==> config.mk <==
export PLATFORM = sky130hd
export DESIGN_NAME = seven_seg_scanner_flat
export DESIGN_NICKNAME = d
export VERILOG_FILES = /design/src/rtl/seven_seg_scanner_pkg.sv /design/src/rtl/seven_seg_scanner_if.sv /design/src/rtl/seven_seg_scanner_bcd_to_seg.sv /design/src/rtl/seven_seg_scanner.sv /design/src/flat_wrapper.sv
export SDC_FILE = /design/constraint.sdc
export NUM_CORES = 1
export LEC_CHECK = 0
export BUFFER_PORTS_ARGS = -buffer_cell sky130_fd_sc_hd__clkbuf_2
export CORE_MARGIN = 2
export CORE_UTILIZATION = 52
export DETAILED_ROUTE_END_ITERATION = 16
export GPL_ROUTABILITY_DRIVEN = 0
export PLACE_DENSITY = 0.67
export SETUP_SLACK_MARGIN = 0.1
export SYNTH_ARGS = -nofsm -noshare
export SYNTH_HDL_FRONTEND = slang
export SYNTH_SLANG_ARGS = --single-unit
==> constraint.sdc <==
create_clock -name clk -period 8.4 [get_ports clk]
set_input_delay 1.26 -clock clk [delete_from_list [all_inputs] [get_ports clk]]
set_output_delay 1.26 -clock clk [all_outputs]
set_load 0.02 [all_outputs]
==> src/rtl/seven_seg_scanner_pkg.sv <==
// Shared constants and types for the multiplexed seven-segment scanner.
// Segment and anode constants are active-low; segment order is {g,f,e,d,c,b,a}.
package seven_seg_pkg;

  localparam int unsigned SEG_W   = 7;
  localparam int unsigned AN_W    = 4;
  localparam int unsigned DIGIT_W = 4;
  localparam int unsigned IDX_W   = 2;

  localparam logic [SEG_W-1:0] SEG_0    = 7'b1000000;
  localparam logic [SEG_W-1:0] SEG_1    = 7'b1111001;
  localparam logic [SEG_W-1:0] SEG_2    = 7'b0100100;
  localparam logic [SEG_W-1:0] SEG_3    = 7'b0110000;
  localparam logic [SEG_W-1:0] SEG_4    = 7'b0011001;
  localparam logic [SEG_W-1:0] SEG_5    = 7'b0010010;
  localparam logic [SEG_W-1:0] SEG_6    = 7'b0000010;
  localparam logic [SEG_W-1:0] SEG_7    = 7'b1111000;
  localparam logic [SEG_W-1:0] SEG_8    = 7'b0000000;
  localparam logic [SEG_W-1:0] SEG_9    = 7'b0010000;
  localparam logic [SEG_W-1:0] SEG_DASH = 7'b0111111;
  localparam logic [SEG_W-1:0] SEG_OFF  = 7'b1111111;

  localparam logic [AN_W-1:0] AN_OFF = 4'b1111;

  // Scan phase within a slot; BLANK is the ghosting guard interval.
  typedef logic [0:0] scan_state_t;
  localparam scan_state_t BLANK = 1'b0;
  localparam scan_state_t DRIVE = 1'b1;

  // Per-frame copy of the display request, taken at the start of the idx=0 slot.
  typedef struct packed {
    logic [DIGIT_W-1:0] digit1;
    logic [DIGIT_W-1:0] digit2;
    logic [DIGIT_W-1:0] digit3;
    logic [DIGIT_W-1:0] digit4;
    logic [AN_W-1:0]    blink;
  } frameSnap_t;

  // idx 0 is the leftmost digit, which sits on an[3].
  function automatic logic [AN_W-1:0] anodeFor(input logic [IDX_W-1:0] idx);
    return ~(AN_W'(4'b1000) >> idx);
  endfunction

endpackage

==> src/rtl/seven_seg_scanner_if.sv <==
// Display request from the mode logic (digits, blink mask) and the board pin outputs.
interface seven_seg_scanner_if;
  import seven_seg_pkg::*;

  logic [DIGIT_W-1:0] digit1;
  logic [DIGIT_W-1:0] digit2;
  logic [DIGIT_W-1:0] digit3;
  logic [DIGIT_W-1:0] digit4;
  logic [AN_W-1:0]    blink;
  logic [AN_W-1:0]    an;
  logic [SEG_W-1:0]   seg;
  logic               dp;

  modport master (
    output digit1, digit2, digit3, digit4, blink,
    input  an, seg, dp
  );

  modport slave (
    input  digit1, digit2, digit3, digit4, blink,
    output an, seg, dp
  );
endinterface

==> src/rtl/seven_seg_scanner_bcd_to_seg.sv <==
// Combinational BCD to active-low seven-segment decoder; codes 10-15 render as a dash.
module bcd_to_seg
  import seven_seg_pkg::*;
(
  input  logic [DIGIT_W-1:0] value,
  output logic [SEG_W-1:0]   seg_c
);

  always_comb begin
    seg_c = SEG_DASH;
    case (value)
      4'd0:    seg_c = SEG_0;
      4'd1:    seg_c = SEG_1;
      4'd2:    seg_c = SEG_2;
      4'd3:    seg_c = SEG_3;
      4'd4:    seg_c = SEG_4;
      4'd5:    seg_c = SEG_5;
      4'd6:    seg_c = SEG_6;
      4'd7:    seg_c = SEG_7;
      4'd8:    seg_c = SEG_8;
      4'd9:    seg_c = SEG_9;
      default: seg_c = SEG_DASH;
    endcase
  end

endmodule

==> src/rtl/seven_seg_scanner.sv <==
// Four-digit time-multiplexed common-anode driver with per-slot guard blanking and blink.
// Build option: define LEADING_ZERO_BLANK_EN to blank digit1 when its frame value is 0.
module seven_seg_scanner
  import seven_seg_pkg::*;
#(
  parameter int unsigned CLK_HZ       = 50_000_000,
  parameter int unsigned SCAN_HZ      = 4000,
  parameter int unsigned BLANK_CYCLES = 64,
  parameter int unsigned BLINK_HZ     = 2
) (
  input logic               clk,
  input logic               rst_n,
  seven_seg_scanner_if.slave disp
);

  localparam int unsigned SLOT_CYCLES = CLK_HZ / SCAN_HZ;
  localparam int unsigned BLINK_HALF  = CLK_HZ / (2 * BLINK_HZ);
  localparam int unsigned SLOT_W      = $clog2(SLOT_CYCLES);
  localparam int unsigned BLINK_W     = $clog2(BLINK_HALF);

  logic [SLOT_W-1:0]  slotCnt,    slotCntNext;
  logic [IDX_W-1:0]   idx,        idxNext;
  logic [BLINK_W-1:0] blinkCnt,   blinkCntNext;
  logic               blinkPhase, blinkPhaseNext;
  logic               phaseCap,   phaseCapNext;
  frameSnap_t         snap,       snapNext;
  scan_state_t        state,      stateNext;
  logic [AN_W-1:0]    anReg,      anNext;
  logic [SEG_W-1:0]   segReg,     segNext;
  logic               dpReg;

  logic [DIGIT_W-1:0] selDigit;
  logic               selBlink;
  logic               hideSlot;
  logic               lzHide;
  logic [SEG_W-1:0]   decSeg;

  // Counters, frame snapshot and slot-start phase capture.
  always_comb begin
    slotCntNext    = slotCnt + SLOT_W'(1);
    idxNext        = idx;
    blinkCntNext   = blinkCnt + BLINK_W'(1);
    blinkPhaseNext = blinkPhase;
    phaseCapNext   = phaseCap;
    snapNext       = snap;

    if (slotCnt == SLOT_W'(SLOT_CYCLES - 1)) begin
      slotCntNext = '0;
      idxNext     = idx + IDX_W'(1);
    end

    if (blinkCnt == BLINK_W'(BLINK_HALF - 1)) begin
      blinkCntNext   = '0;
      blinkPhaseNext = ~blinkPhase;
    end

    // A toggle landing on the slot-start edge is already in blinkPhase here.
    if (slotCnt == '0) begin
      phaseCapNext = blinkPhase;
      if (idx == '0) begin
        snapNext.digit1 = disp.digit1;
        snapNext.digit2 = disp.digit2;
        snapNext.digit3 = disp.digit3;
        snapNext.digit4 = disp.digit4;
        snapNext.blink  = disp.blink;
      end
    end
  end

  // Digit and blink bit for the slot the outputs are about to show.
  always_comb begin
    selDigit = snapNext.digit1;
    selBlink = snapNext.blink[3];
    case (idxNext)
      2'd0: begin selDigit = snapNext.digit1; selBlink = snapNext.blink[3]; end
      2'd1: begin selDigit = snapNext.digit2; selBlink = snapNext.blink[2]; end
      2'd2: begin selDigit = snapNext.digit3; selBlink = snapNext.blink[1]; end
      2'd3: begin selDigit = snapNext.digit4; selBlink = snapNext.blink[0]; end
      default: begin selDigit = snapNext.digit1; selBlink = snapNext.blink[3]; end
    endcase
  end

  bcd_to_seg u_dec (
    .value (selDigit),
    .seg_c (decSeg)
  );

`ifdef LEADING_ZERO_BLANK_EN
  assign lzHide = (idxNext == '0) && (snapNext.digit1 == '0);
`else
  assign lzHide = 1'b0;
`endif

  assign hideSlot = (selBlink && !phaseCapNext) || lzHide;

  // Slot FSM: phase follows the slot counter; outputs are computed for the next cycle.
  always_comb begin
    stateNext = state;
    anNext    = AN_OFF;
    segNext   = SEG_OFF;

    case (state)
      BLANK:   if (slotCntNext >= SLOT_W'(BLANK_CYCLES)) stateNext = DRIVE;
      DRIVE:   if (slotCntNext <  SLOT_W'(BLANK_CYCLES)) stateNext = BLANK;
      default: stateNext = BLANK;
    endcase

    if ((stateNext == DRIVE) && !hideSlot) begin
      anNext  = anodeFor(idxNext);
      segNext = decSeg;
    end
  end

  always_ff @(posedge clk or negedge rst_n) begin
    if (!rst_n) begin
      slotCnt    <= '0;
      idx        <= '0;
      blinkCnt   <= '0;
      blinkPhase <= 1'b1;
      phaseCap   <= 1'b1;
      snap       <= '0;
      state      <= BLANK;
      anReg      <= AN_OFF;
      segReg     <= SEG_OFF;
      dpReg      <= 1'b1;
    end else begin
      slotCnt    <= slotCntNext;
      idx        <= idxNext;
      blinkCnt   <= blinkCntNext;
      blinkPhase <= blinkPhaseNext;
      phaseCap   <= phaseCapNext;
      snap       <= snapNext;
      state      <= stateNext;
      anReg      <= anNext;
      segReg     <= segNext;
      dpReg      <= 1'b1;
    end
  end

  assign disp.an  = anReg;
  assign disp.seg = segReg;
  assign disp.dp  = dpReg;

endmodule

==> src/flat_wrapper.sv <==
// flat-port wrapper written by rule: the top's interface ports become plain ports
module seven_seg_scanner_flat import seven_seg_pkg::*;
#(
  parameter int unsigned CLK_HZ       = 50_000_000,
  parameter int unsigned SCAN_HZ      = 4000,
  parameter int unsigned BLANK_CYCLES = 64,
  parameter int unsigned BLINK_HZ     = 2
)
  (clk, rst_n, disp_digit1, disp_digit2, disp_digit3, disp_digit4, disp_blink, disp_an, disp_seg, disp_dp);
  seven_seg_scanner_if disp_i ();
  input logic clk;
  input logic rst_n;
  input wire logic [$bits(disp_i.digit1)-1:0] disp_digit1;
  input wire logic [$bits(disp_i.digit2)-1:0] disp_digit2;
  input wire logic [$bits(disp_i.digit3)-1:0] disp_digit3;
  input wire logic [$bits(disp_i.digit4)-1:0] disp_digit4;
  input wire logic [$bits(disp_i.blink)-1:0] disp_blink;
  output wire logic [$bits(disp_i.an)-1:0] disp_an;
  output wire logic [$bits(disp_i.seg)-1:0] disp_seg;
  output wire logic [$bits(disp_i.dp)-1:0] disp_dp;
  assign disp_i.digit1 = disp_digit1;
  assign disp_i.digit2 = disp_digit2;
  assign disp_i.digit3 = disp_digit3;
  assign disp_i.digit4 = disp_digit4;
  assign disp_i.blink = disp_blink;
  assign disp_an = disp_i.an;
  assign disp_seg = disp_i.seg;
  assign disp_dp = disp_i.dp;
  seven_seg_scanner #(.CLK_HZ(CLK_HZ), .SCAN_HZ(SCAN_HZ), .BLANK_CYCLES(BLANK_CYCLES), .BLINK_HZ(BLINK_HZ)) u_core (.clk(clk), .rst_n(rst_n), .disp(disp_i));
endmodule
* After elaboration in Yosys (flattened, before gate mapping)
Memory sizes are Yosys's and may differ from the RTL's. Index checks and enable logic that the tools add are counted.
Word-level totals: register bits 74, bits in read-only memories 112, input port bits 22, memories kept 1
Memory list:
- (name not given) | words 16, width 7, read ports 1, clocked after Yosys merged registers in 0, wr ports 0, RTL line seven_seg_scanner_bcd_to_seg.sv:11 | case (value)
Operators by class: add/sub/neg operators 3, order comparisons 2, equality and inequality tests 5, shift-type cells 1, multiplexer cells 13, bitwise gates (word level) 3, reductions and logical operators 7
Operator list (number):
- 2-to-1 mux 20 bit | 2
- adder 24 x 1 -> 24 bit, second input constant | 1
- equality test 24 bit, second input constant | 1
- 2-to-1 mux 24 bit | 1
- one-hot mux 4 bit (4 select lines) | 1
- adder 14 x 1 -> 14 bit, second input constant | 1
- equality test 14 bit, second input constant | 1
- >= comparator 14 x 7 -> 1 bit, second input constant | 1
- logical NOT 14 bit | 1
- < comparator 14 x 7 -> 1 bit, second input constant | 1
- 2-to-1 mux 14 bit | 1
- 2-to-1 mux 7 bit | 1
- equality test 2 bit, second input constant | 2
- logical NOT 2 bit | 2
- 2-to-1 mux 4 bit | 1
- inverter 4 bit | 1
- one-hot mux 1 bit (4 select lines) | 1
- >> shifter 4 x 2 -> 4 bit, first input constant | 1
- 2-to-1 mux 1 bit | 3
- adder 2 x 1 -> 2 bit, second input constant | 1
- equality test 2 x 1 -> 1 bit, second input constant | 1
- logical AND 1 bit | 2
- logical NOT 1 bit | 2
- 2-to-1 mux 2 bit | 1
- 2 further kinds | 3

* Depth between registers and ports, before layout
Gate-level depths: netlist of the first run.
depth in word-level cells 8, depth in mapped cells 16, depth with buffers taken out 13

* Modules after synthesis
From an unflattened synthesis of the first run, not the netlist that was laid out.
Second synthesis, totals: cell total of the unflattened synthesis 348, area total of the unflattened synthesis 3759.9 um2
Modules (own cells, without submodules):
- seven_seg_scanner | times used 1, cells each 317, area each 3519.6 um2, sequential area each 1843.0 um2
- bcd_to_seg | times used 1, cells each 31, area each 240.2 um2, sequential area each 0.0 um2

* Least setup slack after synthesis of the first run
OpenSTA, ideal clock, no wires.
path kind input to register, start point input disp_blink[0], end point register u_core.segReg[4] (netlist: u_core.disp.seg[4]), library setup time 0.068 ns, arrival time 2.839 ns, slack 5.493 ns, stages 8, buffers on the path 0, path through or4bb_1 > nor4_1 > a211oi_1 > a2111oi_0 > a31oi_1 > o21ba_1 > and4b_1 > a21oi_2
On the way: cells in the longest elaborated chain, start to end 7
RTL lines:
- start, declared | RTL line flat_wrapper.sv:17 | input wire logic [$bits(disp_i.blink)-1:0] disp_blink;
- 2-to-1 mux 20 bit | RTL line seven_seg_scanner.sv:60 | if (idx == '0) begin
- 2-to-1 mux 20 bit | RTL line seven_seg_scanner.sv:58 | if (slotCnt == '0) begin
- one-hot mux 1 bit (4 select lines) | RTL line seven_seg_scanner.sv:74 | case (idxNext)
- logical AND 1 bit | RTL line seven_seg_scanner.sv:94 | assign hideSlot = (selBlink && !phaseCapNext) || lzHide;
- logical NOT 1 bit | RTL line seven_seg_scanner.sv:108 | if ((stateNext == DRIVE) && !hideSlot) begin
- logical AND 1 bit | RTL line seven_seg_scanner.sv:108
- 2-to-1 mux 7 bit | RTL line seven_seg_scanner.sv:108
- via u_core.segNext[4] | RTL line seven_seg_scanner.sv:29 | logic [SEG_W-1:0] segReg, segNext;
- end signal, assigned | RTL line seven_seg_scanner.sv:135 | segReg <= segNext;
- end, declared | RTL line seven_seg_scanner.sv:29
The timed path passes the listed nets, and every way through them passes these cells. A chain may end at the register's enable or synchronous reset.

==> reports/results.tsv, run 1 <==
metric	value	unit
hold_sp	u_core.snap[9]	
fin crit share	0.453	
first-pass GRT wire length	12400	um
Residual DRC	0	
overall power	0.662	mW
CP max FO	22	
CTS tree	yes	
maximum vdd ir drop	0.0903	mV
Initial Util	0.532	
routed vias/inst	5.35	
ANT cells	0	
DRT iter0 DRCs	121	
post-route ant nets	0	
Avg Synthesized Cell Area	10.3	sq um
syn nets	404	
Crit Reg-Reg Endpoint	u_core.disp.seg[4]	
hold crit path type	flip-flop to flip-flop	
Fillers	664	
Hold WS	467	ps
CTS hold repair buffers	0	
area delta synth->final	10.0	%
P_leak	1.91	nW
die width	89.9	um
Tot GR Track Use	0.191	
CTS root buf	clkbuf_8	
postcts setup bufs	0	
fin nets	435	
asr flop ratio synth	1.00	
synthesized area	3840	sq um
status	completed	
port bufs	32	
Power per Cell Area	157	nW/um^2
die height	89.9	um
pin count of the biggest net entering global routing	74	
Crit. End Element	flip-flop	
CP Class	flip-flop to flip-flop	
DR WL/cell	14.0	um
crit start category	flip-flop	
Post-synth EDFFs	0	
Synth Register Bits	73	
placed cells	491	
design area	4230	sq um
H-tree level count	3	
Final Core Density	0.586	
final hold vios	0	
Reg2Reg Depth	10	
share of cells above drive strength 1	0.218	
Setup-failing EPs final	0	
Hold Path Depth	2	
Total Wirelength	7070	um
Synth cell types	62	
clock buffers created by TritonCTS	9	
Primary FF master, synth	dfrtp_1	
Setup WS pre-CTS	4600	ps
Post-DP HPWL	4980	um
die area	8090	sq um
placed instance area	4030	sq um
clk_lat worst skew	350	ps
clock skew	16.7	ps
CTS resizes	0	
number of global-route vias before repair	2624	
Max Slew Vio Count	0	
YS warnings	0	
reg2reg start	u_core.idx[0]	
Hold Path End	u_core.snap[9]	
CP Data Required Time	8670	ps
Synth Instances	372	
Layout Cells excl Fill	507	
Setup TNS	0	ps
reg2reg setup slack	4600	ps
total core area	7210	sq um
clock-pin slew on the worst setup and hold paths	70	ps
setup ws final	4600	ps
clock buffer depth	2	
initial antenna violation count	0	
Row Count	31	
Worst-Margin Slew	993	ps
Seq/Total Area, Yosys	0.480	
I/O Pins	34	
DR vias	2711	
Max Cap Viol	0	
fin crit period	3800	ps
clk sinks	73	
RSZ-0062 raised after global routing	no	
Crit path arrival time	4080	ps
DR pass1 iterations	4	
max_slew headroom	0.338	
FMAX	0.263	GHz
total global routing overflow	0	
[cell type report]
class	count	area, sq um	area share
sequential	73	1840	0.436
multi-input combinational	271	1830	0.434
timing repair buffer	33	170	0.0403
clock buffer	11	141	0.0335
tap	99	124	0.0293
clock inverter	5	56.3	0.0133
inverter	15	56.3	0.0133
[layer usage]
layer,vias up,GRT usage,routed length (um)
li1,1351,-,-
met1,1313,0.256,3320
met2,37,0.308,3410
met3,10,0.0377,219
met4,0,0.0769,130
met5,-,0,0
[cells by family after synthesis]
group,share of synthesized area
adder cells (fa/ha/maj),0.0326
AND/OR/NAND/NOR,0.221
buffers and inverters,0.0443
multiplexers,0.0798
XOR/XNOR,0.0752
other,0.000976
AO/OA/AOI/OAI,0.0668
flip-flops,0.480
[synth_stat cells (all sizes together) (2+ instances only)]
| cell type | count | area share |
|---|---|---|
| nor4b | 2 | 0.0062 |
| mux2 | 11 | 0.034 |
| mux4 | 2 | 0.012 |
| nor3b | 2 | 0.0052 |
| nor3 | 10 | 0.013 |
| dfrtp | 60 | 0.39 |
| inv | 14 | 0.014 |
| nand2 | 59 | 0.060 |
| o221ai | 2 | 0.0046 |
| clkbuf | 3 | 0.0029 |
| nor2b | 2 | 0.0033 |
| nand4 | 9 | 0.015 |
| buf | 10 | 0.027 |
| o21ai | 11 | 0.015 |
| and3 | 6 | 0.0098 |
| nor2 | 37 | 0.036 |
| a211oi | 4 | 0.0091 |
| nand3 | 18 | 0.023 |
| xnor2 | 16 | 0.036 |
| mux2i | 13 | 0.034 |
| xor2 | 17 | 0.039 |
| a21oi | 5 | 0.0085 |
| ha | 10 | 0.033 |
| a21o | 2 | 0.0039 |
| or4 | 2 | 0.0039 |
| nor4 | 6 | 0.014 |
| or3 | 6 | 0.011 |
| dfstp | 13 | 0.089 |
[layout by cell type (no fill, tap or decap), types with 13 or more instances in the layout]
master	Yosys	final
dfstp_2	13	13
inv_1	14	14
nor2_1	37	37
nand3_1	18	18
xor2_1	17	17
mux2i_1	13	13
dfrtp_1	60	60
nand2_1	56	56
clkbuf_2	0	31
xnor2_1	16	16
[flip-flops by register name (all words and copies together), names as in the netlist]
| signal | flops |
|---|---|
| u_core.blinkCnt | 24 |
| u_core.snap | 20 |
| u_core.slotCnt | 14 |
| u_core.disp.seg | 7 |
| u_core.disp.an | 4 |
| u_core.idx | 2 |
| u_core.blinkPhase | 1 |
| u_core.phaseCap | 1 |
[how the worst max path moves through the flow]
stage | start | endpoint | slack, ps | depth (start not counted)
final | u_core.idx[0] | u_core.disp.seg[4] | 4600 | 10
after global routing | u_core.idx[0] | u_core.disp.seg[2] | 4260 | 13
after CTS | u_core.idx[0] | u_core.disp.seg[4] | 4580 | 10
after detailed placement | u_core.idx[0] | u_core.disp.seg[4] | 4600 | 10
after global placement | u_core.idx[0] | u_core.disp.seg[4] | 4740 | 10
after floorplan | disp_blink[0] | u_core.disp.seg[4] | 5490 | 8
[worst max-delay path: stages, from the launching register on]
cell and delay, ps:
dfrtp_1 510, clkinv_1 230, ha_1 190, nor3b_1 230
and4_1 900, mux2_2 430, or3_1 300, a31oi_1 220
o21ba_1 420, and4b_1 270, a21oi_2 40
[report_power, final]
part,leakage [nW],switching [mW],internal (mW)
Clock,0.0993,0.128,0.145
Sequential,0.899,0.00171,0.356
Combinational,0.910,0.0184,0.0117
Total,1.91,0.149,0.513
No activity file was read; power rests on OpenSTA's default activity.
==> run 2, diff against run 1 <==
--- a/config.mk
+++ b/config.mk
@@ -10,7 +10,7 @@
 export CORE_UTILIZATION = 52
 export DETAILED_ROUTE_END_ITERATION = 16
 export GPL_ROUTABILITY_DRIVEN = 0
-export PLACE_DENSITY = 0.67
+export PLACE_DENSITY = 0.7
 export SETUP_SLACK_MARGIN = 0.1
 export SYNTH_ARGS = -nofsm -noshare
 export SYNTH_HDL_FRONTEND = slang
==> constraint.sdc (replaced) <==
create_clock -name clk -period 3.4 [get_ports clk]
set_input_delay 0.51 -clock clk [delete_from_list [all_inputs] [get_ports clk]]
set_output_delay 0.51 -clock clk [all_outputs]
set_load 0.02 [all_outputs]
==> run 2 against run 1 <==
  * Global-route usage grew 1.8 points
  * Critical path depth grew 2
  * Power grew to 2.7 times the previous value
  * Clock-buffer cell count is the same
  * First-iteration DRC count grew 12%
  * Flip-flop and latch count is the same
==> reports/results.tsv, run 2 (same netlist as run 1, synthesis figures left out) <==
metric	value	unit	change
maximum vdd ir drop	0.235	mV	was 0.0903 mV
Post-DP HPWL	5670	um	was 4980 um
DR WL/cell	15.2	um	was 14.0 um
ANT cells	0		unchanged
final hold vios	0		unchanged
CP Data Required Time	3670	ps	was 8670 ps
Initial Util	0.532		unchanged
switching pwr	0.384	mW	was 0.149 mW
Power per Cell Area	408	nW/um^2	was 157 nW/um^2
Combinational Power Share	0.046		about the same
Total Wirelength	7970	um	was 7070 um
status	completed		unchanged
most flop-heavy register	u_core.blinkCnt		unchanged
total global routing overflow	0		unchanged
clock-pin slew on the worst setup and hold paths	80	ps	was 70 ps
sw frac	0.213		was 0.225
Row Count	31		unchanged
CP max FO	8		was 22
Layout Cells excl Fill	525		was 507
most common cell after layout, fill and taps aside	dfrtp_1		unchanged
die area	8090	sq um	unchanged
top flop regs	u_core.blinkCnt x24, u_core.snap x20, u_core.slotCnt x14		unchanged
first-pass GRT wire length	13600	um	was 12400 um
Clk network pwr share	0.464		was 0.413
initial antenna violation count	0		unchanged
clk sinks	73		unchanged
most frequent cells in the layout	dfrtp_1 (60), nand2_1 (56), nor2_1 (37)		unchanged
share of cells above drive strength 1	0.256		was 0.218
placed cells	503		was 491
Setup-failing EPs final	0		unchanged
Flop pwr share	0.490		was 0.541
fin crit period	3110	ps	was 3800 ps
Fillers	616		was 664
routed vias/inst	5.46		was 5.35
fin nets	453		was 435
I/O Pins	34		unchanged
area delta synth->final	15.1	%	was 10.0%
Final Core Density	0.613		was 0.586
Crit path arrival time	3390	ps	was 4080 ps
P_leak	2.02	nW	was 1.91 nW
crit start category	flip-flop		unchanged
max_slew headroom	0.545		was 0.338
post-route ant nets	0		unchanged
hold crit path type	primary input to asynchronous set/reset pin		was flip-flop to flip-flop
fin crit share	0.916		was 0.453
Setup WS pre-CTS	253	ps	was 4600 ps
H-tree level count	3		unchanged
Internal Power	1.42	mW	was 0.513 mW
max FFs per register	24		unchanged
clock buffers created by TritonCTS	9		unchanged
RSZ-0062 raised after global routing	no		unchanged
die height	89.9	um	unchanged
Tot GR Track Use	0.209		was 0.191
overall power	1.81	mW	was 0.662 mW
clk_lat worst skew	350	ps	about the same
setup ws final	287	ps	was 4600 ps
DR vias	2864		was 2711
number of global-route vias before repair	2878		was 2624
Crit. End Element	flip-flop		unchanged
CP Class	flip-flop to flip-flop		unchanged
Max Slew Vio Count	0		unchanged
Setup TNS	0	ps	unchanged
Worst-Margin Slew	682	ps	was 993 ps
port bufs	32		unchanged
total core area	7210	sq um	unchanged
clock buffer depth	2		unchanged
CTS root buf	clkbuf_8		unchanged
Max Cap Viol	0		unchanged
DRT iter0 DRCs	136		was 121
Residual DRC	0		unchanged
DR pass1 iterations	4		unchanged
clock skew	12.5	ps	was 16.7 ps
CTS tree	yes		unchanged
die width	89.9	um	unchanged
FMAX	0.321	GHz	was 0.263 GHz
pin count of the biggest net entering global routing	46		was 74
run 2: routing by layer:
metal / GRT usage / vias up / wire, um
li1: - / 1380 / -
met1: 0.272 / 1409 / 3630
met2: 0.346 / 54 / 3870
met3: 0.0360 / 21 / 252
met4: 0.0962 / 0 / 221
met5: 0 / - / 0
run 2: power groups by stage:
stage	Combinational [mW]	Clock (mW)	Sequential (mW)
after global placement	0.0795	0	0.901
after detailed placement	0.0815	0	0.901
final	0.0835	0.838	0.885
after global routing	0.0952	0.885	0.886
after floorplan	0.0404	0	0.900
after CTS	0.0820	0.843	0.885
run 2: timing repair:
item	4_1_cts	5_1_grt
hold buffers	0	0
setup endpoints to repair	0	11
buffers inserted	0	6
resized for setup	0	3
run 2: worst max-delay path, cell delays in order, from the launching register on:
cell	delay, ps
dfrtp_1	490
or4_1	610
nor2_1	220
nand3_1	200
nand2_2	220
mux2_2	360
mux2i_1	150
buf_4	160
inv_1	100
ha_1	220
and2b_1	150
nor2_1	80
o21ai_1	70
run 2: area by class of cell:
type	count	area, sq um	area share
Tap cell	99	124	0.0280
Clock buffer	11	141	0.0320
Multi-Input combinational cell	271	1840	0.416
Clock inverter	5	103	0.0232
Timing Repair Buffer	51	315	0.0713
Sequential cell	73	1840	0.417
Inverter	15	56.3	0.0127
run 2: metrics by stage:
step	instance area, sq um	hold slack, ps
3_5_place_dp	4130	455
4_1_cts	4370	217
6_report	4420	196
2_1_floorplan	3840	214
5_1_grt	4420	251
3_3_place_gp	4130	446
run 2: path summary, 6_finish.rpt:
| kind | from | end | slack, ps | cells past startpoint |
|---|---|---|---|---|
| worst min register to register | u_core.snap[4] | u_core.snap[4] | 470 | 2 |
| worst max register to register | u_core.slotCnt[8] | u_core.disp.seg[2] | 290 | 12 |
| max in group asynchronous | rst_n | u_core.disp.an[3] | 2480 | 2 |
| min in group clk | disp_digit2[1] | u_core.snap[13] | 380 | 3 |
| worst max-delay path | u_core.slotCnt[8] | u_core.disp.seg[2] | 290 | 12 |
| worst min-delay path | rst_n | u_core.snap[18] | 200 | 1 |
==> run 3, diff against run 2 <==
--- a/config.mk
+++ b/config.mk
@@ -10,7 +10,7 @@
 export CORE_UTILIZATION = 52
 export DETAILED_ROUTE_END_ITERATION = 16
 export GPL_ROUTABILITY_DRIVEN = 0
-export PLACE_DENSITY = 0.7
+export PLACE_DENSITY = 0.67
 export SETUP_SLACK_MARGIN = 0.1
 export SYNTH_ARGS = -nofsm -noshare
 export SYNTH_HDL_FRONTEND = slang
==> constraint.sdc (replaced) <==
create_clock -name clk -period 3.43 [get_ports clk]
set_input_delay 0.5145 -clock clk [delete_from_list [all_inputs] [get_ports clk]]
set_output_delay 0.5145 -clock clk [all_outputs]
set_load 0.02 [all_outputs]
==> run 3 against run 2 <==
  * Flip-flop and latch count stayed put
  * Largest cell class unchanged
  * Cell count is 1.7% lower
  * Critical path depth is 2 lower
  * First-iteration DRC count is 8.1% higher
  * Final area is 2.3% lower
  * Combinational power is 9.2% lower
  * Die area stayed put
  * Clock skew hardly changed
  * Via count is 2.7% lower
  * Non-clock buffer count is 9 lower
  * Global-route usage is 0.44 points lower
==> reports/results.tsv, run 3 (same netlist as run 1, synthesis figures left out) <==
metric	value	unit	change
status	completed		unchanged
Internal Power	1.33	mW	was 1.42 mW
CTS hold repair buffers	0		unchanged
ANT cells	0		unchanged
Total Wirelength	7610	um	was 7970 um
Power per Cell Area	396	nW/um^2	was 408 nW/um^2
Crit path arrival time	3420	ps	was 3390 ps
most flop-heavy register	u_core.blinkCnt		unchanged
crit start category	flip-flop		unchanged
routed vias/inst	5.40		was 5.46
Setup-failing EPs final	0		unchanged
H-tree level count	3		unchanged
port bufs	32		unchanged
design area	4320	sq um	was 4420 sq um
die height	89.9	um	unchanged
clock-pin slew on the worst setup and hold paths	80	ps	about the same
die width	89.9	um	unchanged
Worst-Margin Slew	906	ps	was 682 ps
Initial Util	0.532		unchanged
Residual DRC	0		unchanged
CP Data Required Time	3700	ps	was 3670 ps
DR vias	2788		was 2864
Combinational Power Share	0.044		was 0.046
DR WL/cell	14.8	um	was 15.2 um
Flop pwr share	0.513		was 0.490
maximum vdd ir drop	0.180	mV	was 0.235 mV
CTS root buf	clkbuf_8		unchanged
number of global-route vias before repair	2791		was 2878
fin crit period	3140	ps	was 3110 ps
fin crit share	0.916		about the same
switching pwr	0.379	mW	was 0.384 mW
Post-DP HPWL	5380	um	was 5670 um
total core area	7210	sq um	unchanged
FMAX	0.318	GHz	was 0.321 GHz
clock skew	12.3	ps	was 12.5 ps
share of cells above drive strength 1	0.240		was 0.256
total global routing overflow	0		unchanged
Max Slew Vio Count	0		unchanged
most frequent cells in the layout	dfrtp_1 (60), nand2_1 (56), nor2_1 (37)		unchanged
post-route ant nets	0		unchanged
fin nets	444		was 453
sw frac	0.221		was 0.213
clock buffers created by TritonCTS	9		unchanged
CP Class	flip-flop to flip-flop		unchanged
placed instance area	4080	sq um	was 4130 sq um
Crit. End Element	flip-flop		unchanged
max_slew headroom	0.396		was 0.545
Row Count	31		unchanged
die area	8090	sq um	unchanged
top flop regs	u_core.blinkCnt x24, u_core.snap x20, u_core.slotCnt x14		unchanged
CTS tree	yes		unchanged
RSZ-0062 raised after global routing	yes		was no
Setup TNS	0	ps	unchanged
CP max FO	8		unchanged
hold crit path type	primary input to asynchronous set/reset pin		unchanged
clk sinks	73		unchanged
I/O Pins	34		unchanged
final hold vios	0		unchanged
first-pass GRT wire length	13300	um	was 13600 um
clk_lat worst skew	360	ps	was 350 ps
P_leak	1.96	nW	was 2.02 nW
DRT iter0 DRCs	147		was 136
area delta synth->final	12.5	%	was 15.1%
max FFs per register	24		unchanged
DR pass1 iterations	4		unchanged
Max Cap Viol	0		unchanged
Tot GR Track Use	0.205		was 0.209
clock buffer depth	2		unchanged
most common cell after layout, fill and taps aside	dfrtp_1		unchanged
Clk network pwr share	0.443		was 0.464
pin count of the biggest net entering global routing	74		was 46
initial antenna violation count	0		unchanged
-- run 3: worst paths after layout --
check,from,end,slack [ps],cells after the start
setup / recovery,u_core.slotCnt[8],u_core.disp.seg[5],290,10
hold / removal,rst_n,u_core.slotCnt[4],290,1
setup reg to reg,u_core.slotCnt[8],u_core.disp.seg[5],290,10
hold reg to reg,u_core.snap[9],u_core.snap[9],470,2
max in group asynchronous,rst_n,u_core.snap[9],2560,1
min in group clk,disp_digit2[3],u_core.snap[15],390,3
-- run 3: worst max-delay path, stage by stage, from the launching register on --
cell	delay (ps)
dfrtp_1	480
or4_1	610
nor2_1	210
nand3_1	180
nand2_2	210
mux2_2	360
mux2i_2	290
inv_1	190
ha_1	250
a211oi_2	190
o21ai_1	90
-- run 3: power groups by stage --
stage          Sequential [mW]  Combinational, mW  Clock [mW]
3_3_place_gp             0.893             0.0755           0
6_report                 0.877             0.0758       0.758
2_1_floorplan            0.892             0.0401           0
5_1_grt                  0.878             0.0877       0.805
4_1_cts                  0.877             0.0773       0.774
3_5_place_dp             0.893             0.0769           0
-- run 3: cell type report --
type | instances | area (sq um)
clock buffers | 11 | 141
clock inverters | 5 | 78.8
fillers | 654 | 2890
inverters | 15 | 56.3
multi-input cells | 271 | 1840
flip-flops and latches | 73 | 1840
well taps | 99 | 124
repair buffers | 42 | 238
-- run 3: through the flow --
step                      power [mW]  instances   util  hold slack (ps)  setup slack (ps)
final                           1.71        516  0.599              286               287
after global routing            1.77        516  0.599              379              98.5
after CTS                       1.73        514  0.596              325               233
after detailed placement       0.970        498  0.566              453               260
after global placement         0.968        498  0.566              450               364
after floorplan                0.932        372      -              219               574
-- run 3: layer usage --
layer / global-route usage / wire [um] / share of wire
met1: 0.276 / 3520 / 0.46
met2: 0.327 / 3640 / 0.48
met3: 0.0402 / 278 / 0.037
met4: 0.0859 / 179 / 0.024
met5: 0 / 0 / 0
-- run 3: what timing repair did --
action | 4_1_cts | 5_1_grt
setup endpoints to repair | 0 | 4
setup buffers | 0 | 2
resized for setup | 0 | 2
